**config.mk**
```make
export PLATFORM = sky130hd
export DESIGN_NAME = dram_responder
export DESIGN_NICKNAME = d
export VERILOG_FILES = /design/src/rtl/dram_responder_pkg.sv /design/src/rtl/dram_responder.sv
export SDC_FILE = /design/constraint.sdc
export NUM_CORES = 1
export LEC_CHECK = 0
export BUFFER_PORTS_ARGS = -buffer_cell sky130_fd_sc_hd__clkbuf_2
export CELL_PAD_IN_SITES_DETAIL_PLACEMENT = 1
export CELL_PAD_IN_SITES_GLOBAL_PLACEMENT = 1
export CORE_UTILIZATION = 36
export DETAILED_ROUTE_END_ITERATION = 8
export GPL_TIMING_DRIVEN = 0
export PLACE_DENSITY = 0.95
export SLEW_MARGIN = 20
export SYNTH_ARGS = -nofsm -noshare
export SYNTH_HDL_FRONTEND = slang
export SYNTH_SLANG_ARGS = --single-unit
```
**constraint.sdc**
```tcl
create_clock -name clk -period 11.2 [get_ports clk]
set_input_delay 2.24 -clock clk [delete_from_list [all_inputs] [get_ports clk]]
set_output_delay 2.24 -clock clk [all_outputs]
set_load 0.01 [all_outputs]
```
**src/rtl/dram_responder_pkg.sv**
```systemverilog
// Shared types and constants for the data-memory SRAM responder.
package dram_responder_pkg;

  typedef enum logic [1:0] {
    StIdle   = 2'd0,
    StAccess = 2'd1,
    StDone   = 2'd2
  } state_e;

  localparam logic       STROBE_OFF = 1'b1;
  localparam logic [3:0] BE_NONE    = 4'hF;

endpackage

```
**src/rtl/dram_responder.sv**
```systemverilog
// Single-outstanding load/store responder driving an asynchronous SRAM with
// active-low strobes and a fixed number of strobe-active wait cycles.
module dram_responder
  import dram_responder_pkg::*;
#(
  parameter int unsigned ADDR_W      = 20,
  parameter int unsigned WAIT_CYCLES = 2
) (
  input  logic              clk,
  input  logic              rst,
  input  logic              cpu_ce_i,
  input  logic              cpu_we_i,
  input  logic [3:0]        cpu_sel_i,
  input  logic [31:0]       cpu_addr_i,
  input  logic [31:0]       cpu_data_i,
  output logic [31:0]       cpu_data_o,
  output logic              cpu_stall_o,
  output logic [ADDR_W-1:0] sram_addr_o,
  output logic [31:0]       sram_wdata_o,
  input  logic [31:0]       sram_rdata_i,
  output logic [3:0]        sram_be_n_o,
  output logic              sram_ce_n_o,
  output logic              sram_oe_n_o,
  output logic              sram_we_n_o
);

  localparam int unsigned CntW = $clog2(16);

  state_e            state_q, state_d;
  logic [CntW-1:0]   cnt_q, cnt_d;
  logic [ADDR_W-1:0] addr_q;
  logic [31:0]       wdata_q;
  logic [31:0]       rdata_q;
  logic [3:0]        be_n_q;
  logic              we_q;

  logic unused_addr;
  assign unused_addr = ^{cpu_addr_i[31:ADDR_W+2], cpu_addr_i[1:0]};

  always_ff @(posedge clk or posedge rst) begin
    if (rst) begin
      state_q <= StIdle;
      cnt_q   <= '0;
      addr_q  <= '0;
      wdata_q <= '0;
      rdata_q <= '0;
      be_n_q  <= BE_NONE;
      we_q    <= 1'b0;
    end else begin
      state_q <= state_d;
      cnt_q   <= cnt_d;
      // Request is captured once; cpu_* changes during the access are ignored.
      if (state_q == StIdle && cpu_ce_i) begin
        addr_q  <= cpu_addr_i[ADDR_W+1:2];
        wdata_q <= cpu_data_i;
        be_n_q  <= ~cpu_sel_i;
        we_q    <= cpu_we_i;
      end
      if (state_q == StAccess && cnt_q == '0 && !we_q) begin
        rdata_q <= sram_rdata_i;
      end
    end
  end

  always_comb begin
    state_d = state_q;
    cnt_d   = cnt_q;
    unique case (state_q)
      StIdle: begin
        if (cpu_ce_i) begin
          cnt_d   = CntW'(WAIT_CYCLES - 1);
          state_d = StAccess;
        end
      end
      StAccess: begin
        if (cnt_q == '0) begin
          state_d = StDone;
        end else begin
          cnt_d = cnt_q - CntW'(1);
        end
      end
      StDone:  state_d = StIdle;
      default: state_d = StIdle;
    endcase
  end

  always_comb begin
    sram_ce_n_o = STROBE_OFF;
    sram_oe_n_o = STROBE_OFF;
    sram_we_n_o = STROBE_OFF;
    sram_be_n_o = BE_NONE;
    if (state_q == StAccess) begin
      sram_ce_n_o = 1'b0;
      sram_oe_n_o = we_q;
      sram_we_n_o = ~we_q;
      sram_be_n_o = be_n_q;
    end else if (state_q == StDone) begin
      // Byte enables held one cycle past the we_n rising edge for write hold.
      sram_be_n_o = be_n_q;
    end
  end

  assign sram_addr_o  = addr_q;
  assign sram_wdata_o = wdata_q;
  assign cpu_data_o   = rdata_q;
  assign cpu_stall_o  = cpu_ce_i & (state_q != StDone) & ~rst;

endmodule
```
==> flow_metrics.py, run 1 <==
metrics = {
    "placement": {
        "place.gp.congestion": 0.7638,
        "post-place-ws_ns": 5.613,
        "portBuffers": 183,
        "dpl.hpwl_mm": 8.435,
    },
    "synth": {
        "synth_xor_area_share_pct": 0,
        "yosysWarnings": 0,
        "synth_compound_area_share_pct": 1.424,
        "ys_ff_latch": 95,
        "synth.top_cell.area_share_pct": 58.90,
        "synth_top_area_cell": "dfrtp_1",
        "syn_nets": 459,
        "synth_mux_area_share_pct": 12.49,
        "avgSynthCellArea_um2": 10.95,
        "synth_top_family_by_area": "simple AND/OR/NAND/NOR gates",
        "synth_fa_ha_area_share_pct": 0.6472,
        "synth-simple-area-share_pct": 20.84,
        "synth_area_um2": 3866,
        "synth_cells": 353,
        "ys_types": 30,
        "ys_seq_area_share_pct": 61.62,
        "netlist_top_cells_area": "dfrtp_1 (59%), nand2_1 (16%), mux2_4 (12%), dfstp_2 (2.7%), buf_6 (1.2%)",
    },
    "sta": {
        "slew_headroom_pct": 57.90,
        "max_freq_mhz": 179.8,
        "fin_crit_sh_pct": 49.67,
        "setup_viol": 0,
        "finalClockSkew_ns": 0.01190,
        "fin_setup_tns_ns": 0,
        "rsz0062_at_grt": "false",
        "finalMaxSlewViolations": 0,
        "tightestPinTransition_ns": 0.6288,
        "setup_slack_ns": 5.637,
        "min_period_ns": 5.563,
        "finalHoldViolations": 0,
    },
    "clocking": {
        "cts_setup_buffers": 0,
        "cts_max_level": 3,
        "clockBufferDepth": 2,
        "ctsRootBufferMaster": "clkbuf_8",
        "cts_hold_buf": 0,
        "post_cts_resized": 0,
        "clkSinkCount": 95,
        "numCtsBuffers": 9,
        "cts_tree": "built",
        "clock_latency_ns": 0.36,
        "clkSlewWorstSetupHoldPaths_ns": 0.09,
    },
    "global_route": {
        "antenna_found_initial": 0,
        "grt_pass1_vias": 3447,
        "grt.total_usage_pct": 20.02,
        "grt_max_degree": 63,
        "overflow": 0,
        "grt_pass1_wl_mm": 17.31,
    },
    "critical_path": {
        "startpoint_type": "input pin",
        "crit_path_max_fanout": 62,
        "critPathArrivalTime_ns": 3.32,
        "crit_path_end_kind": "output pin",
        "required_ns": 8.96,
        "setup.worst_path.class": "input pin to output pin",
    },
    "drt": {
        "drt_iter0_markers": 101,
        "vias_per_cell": 4.617,
        "routed_wl_mm": 10.82,
        "ant_nets": 0,
        "post-route-drc-count": 0,
        "vias": 3186,
        "first_pass_iters": 4,
        "wl_per_cell_um": 15.69,
    },
    "pwr": {
        "powerDensity_nw_per_um2": 289.7,
        "power_leakage_uw": 0.002981,
        "ir_worst_vdd_mv": 0.1085,
    },
    "job": {
        "drv_cap": 0,
    },
    "die": {
        "pin_count": 196,
        "placementRows": 37,
        "start_util_pct": 37.28,
        "core-area_um2": 10370,
        "die_h_um": 105.6,
        "dieArea_um2": 11160,
        "die_w_um": 105.6,
    },
    "min_path": {
        "hp-class": "register to register",
    },
    "cells_and_area": {
        "fin_nets": 654,
        "final_cell_mix": "clkbuf_2 (183), nand2_1 (169), dfrtp_1 (91)",
        "syn_to_final_growth_pct": 34.37,
        "drive_above_1_share_pct": 45.21,
        "final_common_cell": "clkbuf_2",
    },
    "status": {
        "outcome": "finished clean",
    },
}
[cells in the mapped netlist]
master    instances
nor2b_1           2
dfrtp_1          91
nor2_1            2
nand2_1         169
mux2_2            2
and3_1            1
a22o_1            1
mux2i_1           1
or3b_2            1
ha_1              2
buf_2             5
nor3b_1           1
o21bai_1          1
nor3_1            2
o211ai_1          1
inv_1             4
or3b_1            1
nand2b_1          6
a21oi_1           1
o21ai_0           1
nand3_1           5
a31oi_1           1
nor3b_2           1
o21ai_1           3
buf_6             4
dfstp_2           4
nor4b_4           1
clkbuf_1          8
nand3b_2          1
mux2_4           30
[state kept, by name (all words and copies together) (netlist names)]
register and flops:
sram_addr_o 20, we_q 1, cnt_q 4, state_q 2, be_n_q 4, sram_wdata_o 32
cpu_data_o 32
[critical path: stages]
cell	delay, ns
clkbuf_2	0.11
inv_6	0.25
buf_16	0.31
and3_1	0.21
clkbuf_2	0.14
[final cells by class]
| class | count | area, µm² |
|---|---|---|
| flip-flops and latches | 95 | 2382 |
| clock inverters | 5 | 56.30 |
| multi-input cells | 237 | 1369 |
| inverters | 4 | 20.02 |
| plain buffers | 17 | 100.1 |
| repair buffers | 184 | 943.4 |
| fillers | 1201 | 5175 |
| diodes | 1 | 2.502 |
| well taps | 136 | 170.2 |
| clock buffers | 11 | 151.4 |
[worst paths after layout]
path | start | to | slack (ns) | cells after the start
max in group asynchronous | rst | be_n_q[3] | 8.69 | 3
min | be_n_q[1] | be_n_q[1] | 0.47 | 2
min reg2reg | be_n_q[1] | be_n_q[1] | 0.47 | 2
max reg2reg | cnt_q[0] | cpu_data_o[6] | 9.37 | 6
max | rst | cpu_stall_o | 5.64 | 5
min in group asynchronous | rst | cpu_data_o[20] | 1.84 | 2
[through the flow]
stage / cell area (µm²) / instances / hold slack, ns / utilization [%] / total power, µW
detailed placement: 4985 / 673 / 0.4590 / 48.07 / 1287
CTS: 5192 / 689 / 0.4720 / 50.07 / 1525
global placement: 4952 / 672 / 0.4519 / 47.76 / 1232
global route: 5192 / 689 / 0.4940 / 50.07 / 1608
finish: 5195 / 690 / 0.4685 / 50.10 / 1505
floorplan: 3866 / 353 / 0.4416 / - / 994.0
[cell families after synthesis]
logic type      Yosys count
compound gates            9
fa+ha+maj                 2
buf+inv                  21
flops                    95
mux                      33
simple gates            193
[power by group]
group	internal [µW]	switching (µW)	total [µW]
clock network	115	118	233
logic	307	345	651
registers	513	108	621
total	935	570	1500
[per-layer routing]
layer / global-route usage (%) / routed length, µm / vias up
li1: - / - / 1502
met1: 23.10 / 4397 / 1537
met2: 35.43 / 5416 / 135
met3: 5.999 / 876 / 12
met4: 6.548 / 133 / 0
met5: 0 / 0 / -
Note: power is estimated with default switching activity, not from simulation.
==> run 2, diff against run 1 <==
Settings changed: CORE_UTILIZATION 36 to 30, PLACE_DENSITY 0.95 to 0.85.
Clock period 11.2 ns to 5.1 ns, I/O delays scaled along.
==> run 2 against run 1 <==
Effect of this change:
- worst hold slack worse by 0.0019 ns
- combinational power up 120%
- wire length down 0.66%
- clock power rose to 3.4 times the previous value
- largest cell class unchanged
- die area up 20%
- final cell count up 5.1%
- flip-flop and latch count unchanged
- setup slack worse by 3.7 ns
- clock skew down 0.0044 ns
- largest power group unchanged
==> flow_metrics.py, run 2 (synthesized netlist as in run 1, its figures left out) <==
metrics = {
    "die": {
        "core-area_um2": 12570,
        "die_w_um": 115.5,
        "die_h_um": 115.5,
        "dieArea_um2": 13340,
        "pin_count": 196,
        "placementRows": 41,
        "start_util_pct": 30.76,
    },
    "global_route": {
        "grt_max_degree": 52,
        "overflow": 0,
        "grt_pass1_wl_mm": 17.06,
        "grt_pass1_vias": 3427,
        "gr-usage-met3_pct": 5.126,
        "antenna_found_initial": 0,
        "grt.total_usage_pct": 16.81,
        "gr-usage-met1_pct": 19.87,
        "top_usage_layer": "met2",
        "grtUsageMet2_pct": 27.98,
    },
    "critical_path": {
        "cp.buffers_inverters": 4,
        "reg2reg_from": "cnt_q[0]",
        "required_ns": 4.08,
        "cp_slowest_cell": "inv_6",
        "crit_path_max_fanout": 51,
        "cp_top_family": "buffers and inverters",
        "crit_path_cell_trace": "clkbuf_2 -> inv_6 -> buf_16 -> and3_1 -> clkbuf_2",
        "reg2reg_to": "cpu_data_o[4]",
        "crit_start": "rst",
        "slowest_delay_ns": 0.32,
        "path_depth": 5,
        "cp_common_cell": "clkbuf_2",
        "critPathArrivalTime_ns": 2.10,
        "startpoint_type": "input pin",
        "crit_path_end_kind": "output pin",
        "rrSetupSlack_ns": 3.22,
        "ff2ff_path_depth": 6,
        "setup.worst_path.class": "input pin to output pin",
        "cp-endpoint": "cpu_stall_o",
    },
    "job": {
        "drv_cap": 0,
    },
    "pwr": {
        "ir_worst_vdd_mv": 0.2318,
        "power_leakage_uw": 0.003052,
        "powerDensity_nw_per_um2": 661.1,
        "swShare_pct": 35.19,
        "power_uw": 3561,
        "power.internal_uw": 2308,
        "p_switching_uw": 1253,
        "seq_power_share_pct": 37.9,
        "clkPwrFrac_pct": 22.3,
        "power_frac_comb_pct": 39.8,
    },
    "sta": {
        "max_freq_mhz": 320.9,
        "finalClockSkew_ns": 0.007548,
        "rsz0062_at_grt": "false",
        "setup_viol": 0,
        "min_period_ns": 3.116,
        "finalHoldViolations": 0,
        "fin_crit_sh_pct": 61.11,
        "fin_setup_tns_ns": 0,
        "slew_headroom_pct": 55.87,
        "finalMaxSlewViolations": 0,
        "tightestPinTransition_ns": 0.6590,
    },
    "cells_and_area": {
        "n_antenna_cell": 0,
        "final_common_cell": "clkbuf_2",
        "fin_nets": 654,
        "regArea_um2": 2382,
        "multi_input_area_um2": 1369,
        "drive_above_1_share_pct": 45.21,
        "fillers": 1483,
        "final_util_pct": 42.86,
        "finish.instance_area_um2": 5386,
        "final_cell_mix": "clkbuf_2 (183), nand2_1 (169), dfrtp_1 (91)",
        "syn_to_final_growth_pct": 39.32,
    },
    "drt": {
        "wl_per_cell_um": 14.83,
        "routed_wl_mm": 10.75,
        "vias_per_cell": 4.359,
        "drt_iter0_markers": 123,
        "vias": 3160,
        "ant_nets": 0,
        "first_pass_iters": 4,
        "post-route-drc-count": 0,
    },
    "clocking": {
        "clkSinkCount": 95,
        "clkSlewWorstSetupHoldPaths_ns": 0.06,
        "post_cts_resized": 0,
        "cts_hold_buf": 0,
        "cts_tree": "built",
        "cts_max_level": 3,
        "cts_setup_buffers": 0,
        "ctsRootBufferMaster": "clkbuf_16",
        "clock_latency_ns": 0.34,
        "numCtsBuffers": 9,
        "clockBufferDepth": 2,
    },
    "placement": {
        "dpl.hpwl_mm": 8.268,
        "portBuffers": 183,
        "place.gp.congestion": 0.7544,
        "place_area_um2": 5030,
    },
    "status": {
        "outcome": "finished clean",
    },
    "min_path": {
        "hp-class": "register to register",
    },
}
==> run 2: changes by cell type in the layout (fill, tap and decap cells not counted), sizes merged <==
cell,before,now
bufinv,1,3
clkinv,3,2
clkinvlp,1,0
diode,1,0
==> run 2: final cells by class <==
class	instances	share of cell area, %
Buffer	17	1.858
Clock buffer	11	4.692
Clock inverter	5	1.928
Inverter	4	0.3717
Multi-Input combinational cell	237	25.41
Sequential cell	95	44.23
Tap cell	172	3.995
Timing Repair Buffer	184	17.51
==> run 2: how the worst min path moves through the flow <==
stage	startpoint	to	slack (ns)	cells past startpoint
final	be_n_q[1]	be_n_q[1]	0.47	2
after global routing	sram_wdata_o[15]	sram_wdata_o[15]	0.50	2
after CTS	be_n_q[1]	be_n_q[1]	0.47	2
after detailed placement	sram_addr_o[2]	sram_addr_o[2]	0.46	2
after global placement	be_n_q[3]	be_n_q[3]	0.45	2
after floorplan	be_n_q[1]	be_n_q[1]	0.44	2
==> run 2: stage by stage <==
step           setup WS [ns]  std cells  hold slack [ns]
2_1_floorplan         0.6451        353           0.4416
3_3_place_gp         -0.2755        708           0.4493
4_1_cts                1.903        725           0.4726
3_5_place_dp           1.902        709           0.4624
5_1_grt                1.792        725           0.4990
6_report               1.984        725           0.4666
==> run 2: per-layer routing <==
layer / wire length [µm] / share of wire (%) / vias up
met5: 0 / 0 / -
met4: 212 / 2.0 / 0
met3: 910 / 8.5 / 18
met2: 5139 / 48 / 132
met1: 4490 / 42 / 1512
li1: - / - / 1498
==> run 2: power by group through the flow <==
stage | sequential [µW] | combinational, µW | clock [µW]
final | 1350 | 1420 | 793
after global routing | 1390 | 1590 | 844
after CTS | 1350 | 1450 | 818
after detailed placement | 1370 | 1450 | 0
after global placement | 1330 | 1380 | 0
after floorplan | 1480 | 704 | 0
==> run 2: worst reg2reg max path, delay by kind of cell, from the launching register on <==
family	cells	cell delay, ns
mux	1	0.31
fa+ha+maj	1	0.22
simple gates	2	0.47
buf+inv	2	0.35
flops	1	0.42
